[src/rtl/flux_fifo_bank.sv]
// Tagged-write sink: steers {tag, data} words into per-flux circular queues and
// serves a single downstream reader that pops the lowest-indexed requested flux.
module flux_fifo_bank #(
    parameter int DATA_WIDTH = 8,
    parameter int FLUX       = 2,
    parameter int DEPTH      = 4,
    localparam int TAG_W     = $clog2(FLUX)
) (
    input  logic                        clk,
    input  logic                        rst,
    input  logic [DATA_WIDTH+TAG_W-1:0] din,
    input  logic                        write,
    output logic [FLUX-1:0]             full,
    output logic [DATA_WIDTH+TAG_W-1:0] dout,
    output logic                        dout_valid,
    input  logic [FLUX-1:0]             read,
    output logic [FLUX-1:0]             empty,
    output logic [1:0]                  err
);

    localparam int PTR_W = $clog2(DEPTH);
    localparam int CNT_W = $clog2(DEPTH + 1);

    logic [TAG_W-1:0]      wr_tag;
    logic [DATA_WIDTH-1:0] wr_data;
    logic                  tag_ok;

    assign {wr_tag, wr_data} = din;

    // Out-of-range tags can only exist when FLUX is not a power of two.
    generate
        if ((1 << TAG_W) == FLUX) begin : g_tag_pow2
            assign tag_ok = 1'b1;
        end else begin : g_tag_range
            assign tag_ok = ({1'b0, wr_tag} < (TAG_W + 1)'(FLUX));
        end
    endgenerate

    logic [TAG_W-1:0] sel;
    logic             sel_any;

    always_comb begin
        sel     = '0;
        sel_any = 1'b0;
        for (int f = FLUX - 1; f >= 0; f--) begin
            if (read[f]) begin
                sel     = TAG_W'(f);
                sel_any = 1'b1;
            end
        end
    end

    logic [FLUX-1:0]       wr_en;
    logic [FLUX-1:0]       pop;
    logic [FLUX-1:0]       ovf;
    logic [DATA_WIDTH-1:0] head_data [FLUX];

    genvar gi;
    generate
        for (gi = 0; gi < FLUX; gi++) begin : g_q
            logic [DATA_WIDTH-1:0] mem [DEPTH];
            logic [PTR_W-1:0]      wr_ptr_reg;
            logic [PTR_W-1:0]      rd_ptr_reg;
            logic [PTR_W-1:0]      wr_ptr_next;
            logic [PTR_W-1:0]      rd_ptr_next;
            logic [CNT_W-1:0]      count_reg;
            logic                  hit;

            assign full[gi]  = (count_reg == CNT_W'(DEPTH));
            assign empty[gi] = (count_reg == '0);

            // Flags come from the pre-edge count, so a same-cycle pop never rescues a write.
            assign hit       = write && !rst && tag_ok && (wr_tag == TAG_W'(gi));
            assign wr_en[gi] = hit && !full[gi];
            assign ovf[gi]   = hit && full[gi];
            assign pop[gi]   = !rst && sel_any && (sel == TAG_W'(gi)) && !empty[gi];

            assign wr_ptr_next = (wr_ptr_reg == PTR_W'(DEPTH - 1)) ? '0 : wr_ptr_reg + PTR_W'(1);
            assign rd_ptr_next = (rd_ptr_reg == PTR_W'(DEPTH - 1)) ? '0 : rd_ptr_reg + PTR_W'(1);

            assign head_data[gi] = mem[rd_ptr_reg];

            always_ff @(posedge clk) begin
                if (wr_en[gi]) begin
                    mem[wr_ptr_reg] <= wr_data;
                end
            end

            always_ff @(posedge clk) begin
                if (rst) begin
                    wr_ptr_reg <= '0;
                    rd_ptr_reg <= '0;
                    count_reg  <= '0;
                end else begin
                    if (wr_en[gi]) begin
                        wr_ptr_reg <= wr_ptr_next;
                    end
                    if (pop[gi]) begin
                        rd_ptr_reg <= rd_ptr_next;
                    end
                    case ({wr_en[gi], pop[gi]})
                        2'b10:   count_reg <= count_reg + CNT_W'(1);
                        2'b01:   count_reg <= count_reg - CNT_W'(1);
                        default: count_reg <= count_reg;
                    endcase
                end
            end
        end
    endgenerate

    logic [DATA_WIDTH+TAG_W-1:0] dout_reg;
    logic                        dout_valid_reg;
    logic [1:0]                  err_reg;

    always_ff @(posedge clk) begin
        if (rst) begin
            dout_reg       <= '0;
            dout_valid_reg <= 1'b0;
            err_reg        <= '0;
        end else begin
            dout_valid_reg <= |pop;
            if (|pop) begin
                dout_reg <= {sel, head_data[sel]};
            end
            if (|ovf) begin
                err_reg[0] <= 1'b1;
            end
            if (write && !tag_ok) begin
                err_reg[1] <= 1'b1;
            end
        end
    end

    assign dout       = dout_reg;
    assign dout_valid = dout_valid_reg;
    assign err        = err_reg;

endmodule

[config.mk]
export PLATFORM = sky130hd
export DESIGN_NAME = flux_fifo_bank
export DESIGN_NICKNAME = d
export VERILOG_FILES = /design/src/rtl/flux_fifo_bank.sv
export SDC_FILE = /design/constraint.sdc
export NUM_CORES = 1
export LEC_CHECK = 0
export CAP_MARGIN = 30
export CORE_MARGIN = 3
export CORE_UTILIZATION = 34
export DETAILED_ROUTE_END_ITERATION = 8
export HOLD_SLACK_MARGIN = 0.05
export RECOVER_POWER = 100
export SETUP_SLACK_MARGIN = 0.4
export SYNTH_ARGS = -nofsm -noshare
export SYNTH_HDL_FRONTEND = slang
export SYNTH_SLANG_ARGS = --single-unit
[constraint.sdc]
create_clock -name clk -period 2.2 [get_ports clk]
set_clock_uncertainty 0.2 [all_clocks]
set_input_delay 0.33 -clock clk [delete_from_list [all_inputs] [get_ports clk]]
set_output_delay 0.33 -clock clk [all_outputs]
set_load 0.01 [all_outputs]
Word-level counts from Yosys, hierarchy flattened
Memory sizes are Yosys's and may differ from the RTL's. A register that Yosys moved wholly into a read port is not among the register bits.
Index checks and enable logic that the tools add are counted.
{"block": "op_classes", "order_cmp": 1, "n_addsub": 8, "bitwise": 3, "n_mux": 20, "n_eq_ne": 10, "n_reduce_logical": 23}
{"operator": "8-bit 2-to-1 mux", "count": 3}
{"operator": "2-bit 2-to-1 mux", "count": 8}
{"operator": "2-bit equality test, second input constant", "count": 6}
{"operator": "1-bit logical AND", "count": 12}
{"operator": "3-bit case mux with 2 select lines", "count": 2}
{"operator": "2-bit by 1-bit adder with 2-bit output, second input constant", "count": 4}
{"operator": "1-bit 2-to-1 mux", "count": 7}
{"operator": "3-bit by 1-bit adder with 3-bit output, second input constant", "count": 2}
{"operator": "3-bit equality test, second input constant", "count": 2}
{"operator": "3-bit zero test", "count": 2}
{"operator": "3-bit by 1-bit subtractor with 3-bit output, second input constant", "count": 2}
{"operator": "1-bit zero test", "count": 5}
{"operator": "2-bit by 1-bit equality test with 1-bit output, second input constant", "count": 2}
{"operator": "2-bit nonzero test", "count": 2}
{"operator": "2-bit OR reduction", "count": 2}
{"operator": "2-bit >= comparator, second input constant", "count": 1}
{"operator": "1-bit inverter", "count": 2}
{"operator": "1-bit inverter with 2-bit output", "count": 1}
{"block": "word_totals", "ram_bits": 64, "regBits": 25, "output_inout_bits": 16, "in_bits": 14, "memories": 2}
{"memory": "g_q[0].mem", "depth": 4, "width": 8, "rd": 1, "rd_ports_with_merged_regs": 1, "write_ports": 1, "line": "61", "rtl": "logic [DATA_WIDTH-1:0] mem [DEPTH];"}
{"memory": "g_q[1].mem", "depth": 4, "width": 8, "rd": 1, "rd_ports_with_merged_regs": 1, "write_ports": 1, "line": "61"}

Longest topological paths before layout
Gate-level depths: netlist (run 1).
{"block": "logic_depth", "ltp_word": 7, "mapped_depth": 10}

Worst setup path after synthesis (run 1)
OpenSTA, ideal clock, no wires.
{"block": "synth_timing", "path_kind": "flip-flop to flip-flop", "startpoint": "register g_q[1].count_reg[2]", "endpoint": "register g_q[1].count_reg[2]", "required_time_ps": 1930, "stages_incl_launch_ff": 10, "arrival_ps": 2409, "setup_ps": 70, "period_less_slack_ps": 2679, "path_slack_ps": -479, "path_buffers": 0, "cell_sequence": "dfxtp_1 nor3b_1 nor2_1 inv_1 ha_1 inv_1 fa_1 xor2_1 or3_2 a21oi_1"}
{"block": "synth_between", "elab_chain_cells": 5, "elab_cells_between_ends": 12, "cone_classes": "add/sub: 2; eq/ne: 3; mux: 1; reduce/logical: 6"}
{"item": "start, declared", "line": "66", "rtl": "logic [CNT_W-1:0] count_reg;"}
{"item": "start signal, assigned", "line": "102", "rtl": "2'b10: count_reg <= count_reg + CNT_W'(1);"}
{"item": "start signal, assigned", "line": "103", "rtl": "2'b01: count_reg <= count_reg - CNT_W'(1);"}
{"item": "start signal, assigned", "line": "104", "rtl": "default: count_reg <= count_reg;"}
{"item": "3-bit equality test *", "line": "69", "rtl": "assign full[gi] = (count_reg == CNT_W'(DEPTH));"}
{"item": "net full[1]", "line": "13", "rtl": "output logic [FLUX-1:0] full,"}
{"item": "1-bit zero test *", "line": "74", "rtl": "assign wr_en[gi] = hit && !full[gi];"}
{"item": "1-bit logical AND *", "line": "74"}
{"item": "2-bit by 1-bit equality test with 1-bit output or 2-bit equality test (tied branches)", "line": "101", "rtl": "case ({wr_en[gi], pop[gi]})"}
{"item": "3-bit case mux with 2 select lines or 2-bit nonzero test (tied branches)"}
Mark *: on every way through the listed nets, which the timed path passes. The rest lies on a longest branch.
A chain may end at the register's enable or synchronous reset.

Worst setup path after layout (run 1)
{"block": "layout_timing", "startpoint": "register g_q[0].count_reg[0]", "endpoint": "register g_q[0].count_reg[2]"}
{"block": "layout_between", "elab_chain_cells": 5, "elab_cells_between_ends": 12, "cone_classes": "add/sub: 2; eq/ne: 3; mux: 1; reduce/logical: 6"}
{"item": "start, declared", "line": "66"}
{"item": "start signal, assigned", "line": "102"}
{"item": "start signal, assigned", "line": "103"}
{"item": "start signal, assigned", "line": "104"}
{"item": "3-bit equality test or 3-bit zero test (tied branches)", "line": "69, 70"}
{"item": "1-bit zero test, on equally long branches", "line": "74, 76"}
{"item": "1-bit logical AND, on equally long branches", "line": "74, 76"}
{"item": "2-bit by 1-bit equality test with 1-bit output or 2-bit equality test (tied branches)", "line": "101"}
{"item": "3-bit case mux with 2 select lines or 2-bit nonzero test (tied branches)"}
Several ways; a longest one is shown, not always the timed one.

==> results of run 1 <==
## routing by layer
metal	GRT usage [%]	vias to the layer above	part of all wire, %
met3	4.49	10	4.1
li1	-	1132	-
met5	0	-	0
met4	3.01	0	0.84
met1	17.0	1187	46
met2	21.4	45	49
## Yosys cell counts (all sizes together) (3+ instances only)
cell,count
buf,8
clkbuf,7
nor3b,5
nand2,18
dfxtp,29
nor2,10
inv,15
ha,12
a221oi,7
xor2,4
o21ai,7
a21oi,11
or4,3
mux4,16
or3,4
and2,8
a311oi,7
edfxtp,64
o21a,4
## worst max-delay path: cells and delay by family (launching register included)
family          cells  cell delay [ps]
simple gates        3              590
fa+ha+maj           2              450
flops               1              370
buf+inv             3              240
xor+xnor            1              150
compound gates      1              140
## cell usage in the layout, fill, tap and decap left out, drive strengths merged, types with 8 or more instances in the layout
cell	count
nand2	18
nor2	10
and2	8
mux4	16
dfxtp	29
dlygate4sd3	8
inv	18
dlygate4sd2	12
ha	12
edfxtp	64
buf	55
clkbuf	12
a21oi	11
## power by group through the flow
stage	registers, W	clock network [W]	logic [W]
finish	0.00193	0.00144	0.000366
detailed placement	0.00197	0	0.000315
global placement	0.00197	0	0.000307
floorplan	0.00196	0	0.000188
global route	0.00194	0.00154	0.000395
CTS	0.00193	0.00146	0.000338
## timing repair
item,CTS,global route
endpoints found under the setup margin,59,22
pin swaps,10,7
resized for setup,47,24
hold buffers,0,0
hold endpoints to repair,0,0
buffers inserted,14,4
## how the worst min path moves through the flow
stage / start / to / slack, ps / depth (start not counted)
after floorplan: din[0] / g_q[0].mem[0][0] / 230 / 0
after global placement: err[0] / err[0] / 230 / 2
after detailed placement: err[0] / err[0] / 240 / 2
after CTS: write / err[0] / 240 / 3
after global routing: write / err[0] / 270 / 3
final: write / err[0] / 240 / 3
## final cells by class
cell class | count | area [um2]
Sequential cell | 93 | 2520
Timing Repair Buffer | 80 | 742
Multi-Input combinational cell | 134 | 1490
Fill cell | 972 | 5920
Clock buffer | 11 | 233
Clock inverter | 5 | 42.5
Inverter | 15 | 58.8
Tap cell | 140 | 175
## stage by stage
step	setup slack, ps	power (W)
4_1_cts	29.6	0.00373
3_5_place_dp	-442	0.00229
6_report	-3.98	0.00374
3_3_place_gp	-379	0.00228
2_1_floorplan	-17.8	0.00215
5_1_grt	-99.6	0.00387
## kinds of logic after synthesis
family | count (synthesis) | synth area share [%]
flops | 93 | 62.7
compound gates | 40 | 7.99
other cells | 1 | 0.0939
xor+xnor | 4 | 0.877
fa+ha+maj | 14 | 4.76
mux | 18 | 10.7
simple gates | 57 | 7.99
buf+inv | 30 | 4.89
==> summary.txt, run 1 <==
Layout
  – Max reg flops: 64
  – Area grow syn2layout: 31.6%
  – Share of cells above drive strength 1: 36.4%
  – Final core utilization: 47.1%
  – Cell area after layout: 5260 um2
  – Final #Nets: 361
  – Filler-free cell count of the finished design: 478
  – N_diodes: 0

Clock tree
  – TritonCTS clock tree: done
  – Htree depth: 3
  – Root Driver: clkbuf_16
  – Clock slew at reported path FFs: 70 ps
  – # clock sinks: 93
  – Max clock buf depth: 2
  – Num CTS Buffers: 9
  – Clock Latency Late Sink: 340 ps

Setup path
  – Critical path type: reg2reg
  – Crit path max fanout: 5
  – Max incr delay on CP: 370 ps
  – Required time worst endpoint: 2280 ps
  – Most used cell, CP: inv_2
  – FF-to-FF setup slack: -4 ps
  – Path depth of the worst reg2reg path: 10
  – Origin of the critical flop-to-flop path: g_q[0].count_reg[0]
  – Crit-path cells: nor3b_4 -> buf_4 -> nor2_4 -> inv_2 -> ha_4 -> inv_2 -> fa_2 -> xor2_1 -> or3_1 -> a21oi_2
  – Crit. Startpoint: g_q[0].count_reg[0]
  – RR Endpoint: g_q[0].count_reg[2]
  – Critical Path AT: 2280 ps
  – Worst setup path end: g_q[0].count_reg[2]
  – CP max stage cell: dfxtp_4
  – Worst Setup End Kind: register
  – Worst setup SP type: register

Yosys
  – Sequential area share after synthesis: 62.7%
  – Cells after Synth: 257
  – Yosys cell types: 42
  – Top_reg_cell synth: edfxtp_1
  – Register bit total from synthesis: 93
  – Warnings from Yosys: 0
  – Syn_area_per_cell: 15.5 um2
  – Mapped Area: 3990 um2
  – Syn Nets: 285
  – Synth top area share: 48.1%
  – Post-synth EDFFs: 64
  – Asr flop ratio synth: 0%
  – Ranking of synthesized cells by area: edfxtp_1 48%, dfxtp_1 15%, mux4_1 8.6%
  – Synth area leader: edfxtp_1

Die
  – Row count: 38
  – Die Footprint: 13,100 um2
  – Die height: 114 um
  – Core footprint: 11,200 um2
  – IO Count: 30
  – Starting Density: 35.7%
  – Chip Width: 114 um

GRT
  – GRT Total Usage: 13.1%
  – Vias in the first global route: 2,349
  – First-pass GRT wire length: 12,800 um
  – Initial antenna violation count: 0
  – Grt ovf: 0
  – Largest net degree at the start of global routing: 19

Timing
  – Slew Viols, Final: 0
  – Fin Setup TNS: -3.98 ps
  – Final setup margin: -3.98 ps
  – Final setup viols: 1
  – Final hold slack: 243 ps
  – Final Hold Viols: 0
  – Unrepaired setup endpoints after global routing: true
  – Fin crit period: 2200 ps
  – Achievable Freq: 454 MHz
  – Final Cycle Share: 100%

Drt
  – Drt pass-1 iters: 4
  – Via density: 4.97
  – DRT iter0 DRCs: 132
  – WL per Instance: 17.4 um
  – WL final: 8330 um
  – Drc violations: 0
  – Via count: 2,374
  – Post-DRT Antenna Nets: 0

Power
  – Peak VDD IR: 0.534 mV
  – Reg power frac: 51.7%
  – P_int: 0.00287 W
  – Leakage: 1.87 nW
  – Net Sw Frac: 23.2%
  – Switching Power: 0.000869 W
  – P per Cell Area: 711 nW/um2
  – Clock network power share: 38.5%
  – Combinational power share: 9.8%

Place
  – # placed instances: 444
  – Final GP Congestion: 0.786
  – Placement Cell Area: 4690 um2
  – Final HPWL DP: 5570 um
  – Port Buffer Count: 28

Run status
  – Status: complete, but fails checks
  – Failing checks: setup timing

Job
  – Max_cap viols: 0

Worst hold path
  – HP Class: in2reg
No activity file was read; power rests on OpenSTA's default activity.
==> run 2: changes to the inputs <==
- CORE_MARGIN: 3 -> 2
- CORE_UTILIZATION: 34 -> 52
- PLACE_DENSITY: default -> 0.75
==> run 2 against run 1 <==
Net effect:
- the run now ends clean
- design area shrank 3.6%
- worst setup slack improved by 16 ps
- routed wire length fell by 1.3%
- critical endpoint unchanged
- highest routed layer unchanged
==> summary.txt, run 2 (synthesis gave the netlist of run 1 again) <==
Drt
  – WL final: 8220 um
  – Drt pass-1 iters: 7
  – Post-DRT Antenna Nets: 0
  – Drc violations: 0
  – Via count: 2,418
  – WL per Instance: 18.9 um
  – DRT iter0 DRCs: 153
  – Via density: 5.55

Timing
  – Max_slew headroom: 55.3%
  – Slew Viols, Final: 0
  – Achievable Freq: 457 MHz
  – Final Cycle Share: 99.5%
  – Final Hold Viols: 0
  – Unrepaired setup endpoints after global routing: true
  – Worst slew pin tran: 670 ps
  – Final setup viols: 0
  – Fin crit period: 2190 ps

Power
  – Clock network power share: 32.4%
  – Reg power frac: 57.5%
  – Switching Power: 0.000857 W
  – Peak VDD IR: 0.523 mV
  – Combinational power share: 10.1%
  – Net Sw Frac: 25.5%
  – Leakage: 1.83 nW
  – Total power: 0.00336 W
  – P per Cell Area: 664 nW/um2
  – P_int: 0.00251 W

GRT
  – GR Util met3: 4.68%
  – Busiest grt layer: met2
  – First-pass GRT wire length: 12,700 um
  – Vias in the first global route: 2,501
  – GRT Total Usage: 20.0%
  – Largest net degree at the start of global routing: 19
  – Routing usage on met1: 24.8%
  – Grt ovf: 0
  – Met2 usage: 34.9%
  – Initial antenna violation count: 0

Die
  – Die height: 91.6 um
  – Row count: 31
  – Die Footprint: 8400 um2
  – IO Count: 30
  – Chip Width: 91.6 um
  – Core footprint: 7330 um2
  – Starting Density: 54.5%

Setup path
  – Max incr delay on CP: 380 ps
  – Crit-path cells: nor3b_4 -> buf_4 -> nor2_4 -> inv_2 -> ha_4 -> inv_2 -> fa_2 -> xor2_1 -> or3_1 -> a21oi_2
  – Critical path type: reg2reg
  – Worst Setup End Kind: register
  – FF-to-FF setup slack: 10 ps
  – Worst setup SP type: register
  – Crit path max fanout: 4
  – CP max stage cell: dfxtp_4
  – Critical Path AT: 2300 ps
  – CP bufs+invs: 3
  – Required time worst endpoint: 2310 ps
  – Crit path max-delay family: simple AND/OR/NAND/NOR gates
  – Most used cell, CP: inv_2

Layout
  – N_diodes: 0
  – Share of cells above drive strength 1: 33.5%
  – Final #Nets: 360
  – Final core utilization: 69.1%
  – Filler-free cell count of the finished design: 436
  – Max reg flops: 64
  – FILL cells: 488
  – Commonest non-fill, non-tap cell in the layout: edfxtp_1
  – Area grow syn2layout: 26.8%
  – Commonest cells after routing, fill and taps aside: 64 x edfxtp_1, 31 x buf_4, 21 x dfxtp_1

Place
  – # placed instances: 405
  – Final GP Congestion: 0.740
  – Final HPWL DP: 5370 um
  – Port Buffer Count: 28

Run status
  – Status: finished clean

Clock tree
  – # clock sinks: 93
  – TritonCTS clock tree: done
  – Clock Latency Late Sink: 370 ps
  – Htree depth: 3
  – Max clock buf depth: 2
  – Num CTS Buffers: 9
  – Clock slew at reported path FFs: 100 ps
  – Root Driver: clkbuf_8

Worst hold path
  – HP Class: in2reg

Job
  – Max_cap viols: 0
-- run 2: tightest hold or removal path, stage by stage --
cell and delay, ps:
dlygate4sd2_1 260, o21ai_0 90, a21oi_1 70
-- run 2: final cells by class --
| cell class | count | area (um2) | area share [%] |
|---|---|---|---|
| Sequential cell | 93 | 2520 | 49.8 |
| Multi-Input combinational cell | 135 | 1510 | 29.7 |
| Timing Repair Buffer | 78 | 662 | 13.1 |
| Clock buffer | 9 | 124 | 2.45 |
| Tap cell | 99 | 124 | 2.45 |
| Clock inverter | 7 | 68.8 | 1.36 |
| Inverter | 15 | 58.8 | 1.16 |
-- run 2: per-stage QoR --
| stage | worst slack [ps] | TNS, ps | hold slack, ps | cell area (um2) |
|---|---|---|---|---|
| 2_1_floorplan | -17.8 | -17.8 | 229 | 4090 |
| 3_3_place_gp | -370 | -6180 | 231 | 4660 |
| 3_5_place_dp | -441 | -7680 | 234 | 4660 |
| 4_1_cts | 40.7 | 0 | 216 | 4940 |
| 5_1_grt | -86.7 | -106 | 227 | 5070 |
| 6_report | 11.9 | 0 | 227 | 5070 |
-- run 2: power groups by stage --
stage / registers (W) / logic, W / clock network [W]
floorplan: 0.00196 / 0.000188 / 0
global placement: 0.00197 / 0.000303 / 0
detailed placement: 0.00197 / 0.000311 / 0
CTS: 0.00193 / 0.000317 / 0.00110
global route: 0.00194 / 0.000369 / 0.00117
finish: 0.00193 / 0.000341 / 0.00109
-- run 2: worst paths after layout --
check,cells past startpoint,from,to
max reg2reg,10,g_q[0].count_reg[1],g_q[0].count_reg[2]
min,3,write,err[0]
min reg2reg,2,err[0],err[0]
max,10,g_q[0].count_reg[1],g_q[0].count_reg[2]
-- run 2: timing repair --
action | CTS | global route
resized for setup | 42 | 40
cloned | 0 | 1
hold buffers | 0 | 0
setup buffers | 9 | 5
setup endpoints to repair | 57 | 30
pin swaps | 8 | 15
-- run 2: layer usage --
layer | wire [um] | share of wire [%]
met1 | 3370 | 41
met2 | 4360 | 53
met3 | 308 | 3.7
met4 | 181 | 2.2
met5 | 0 | 0
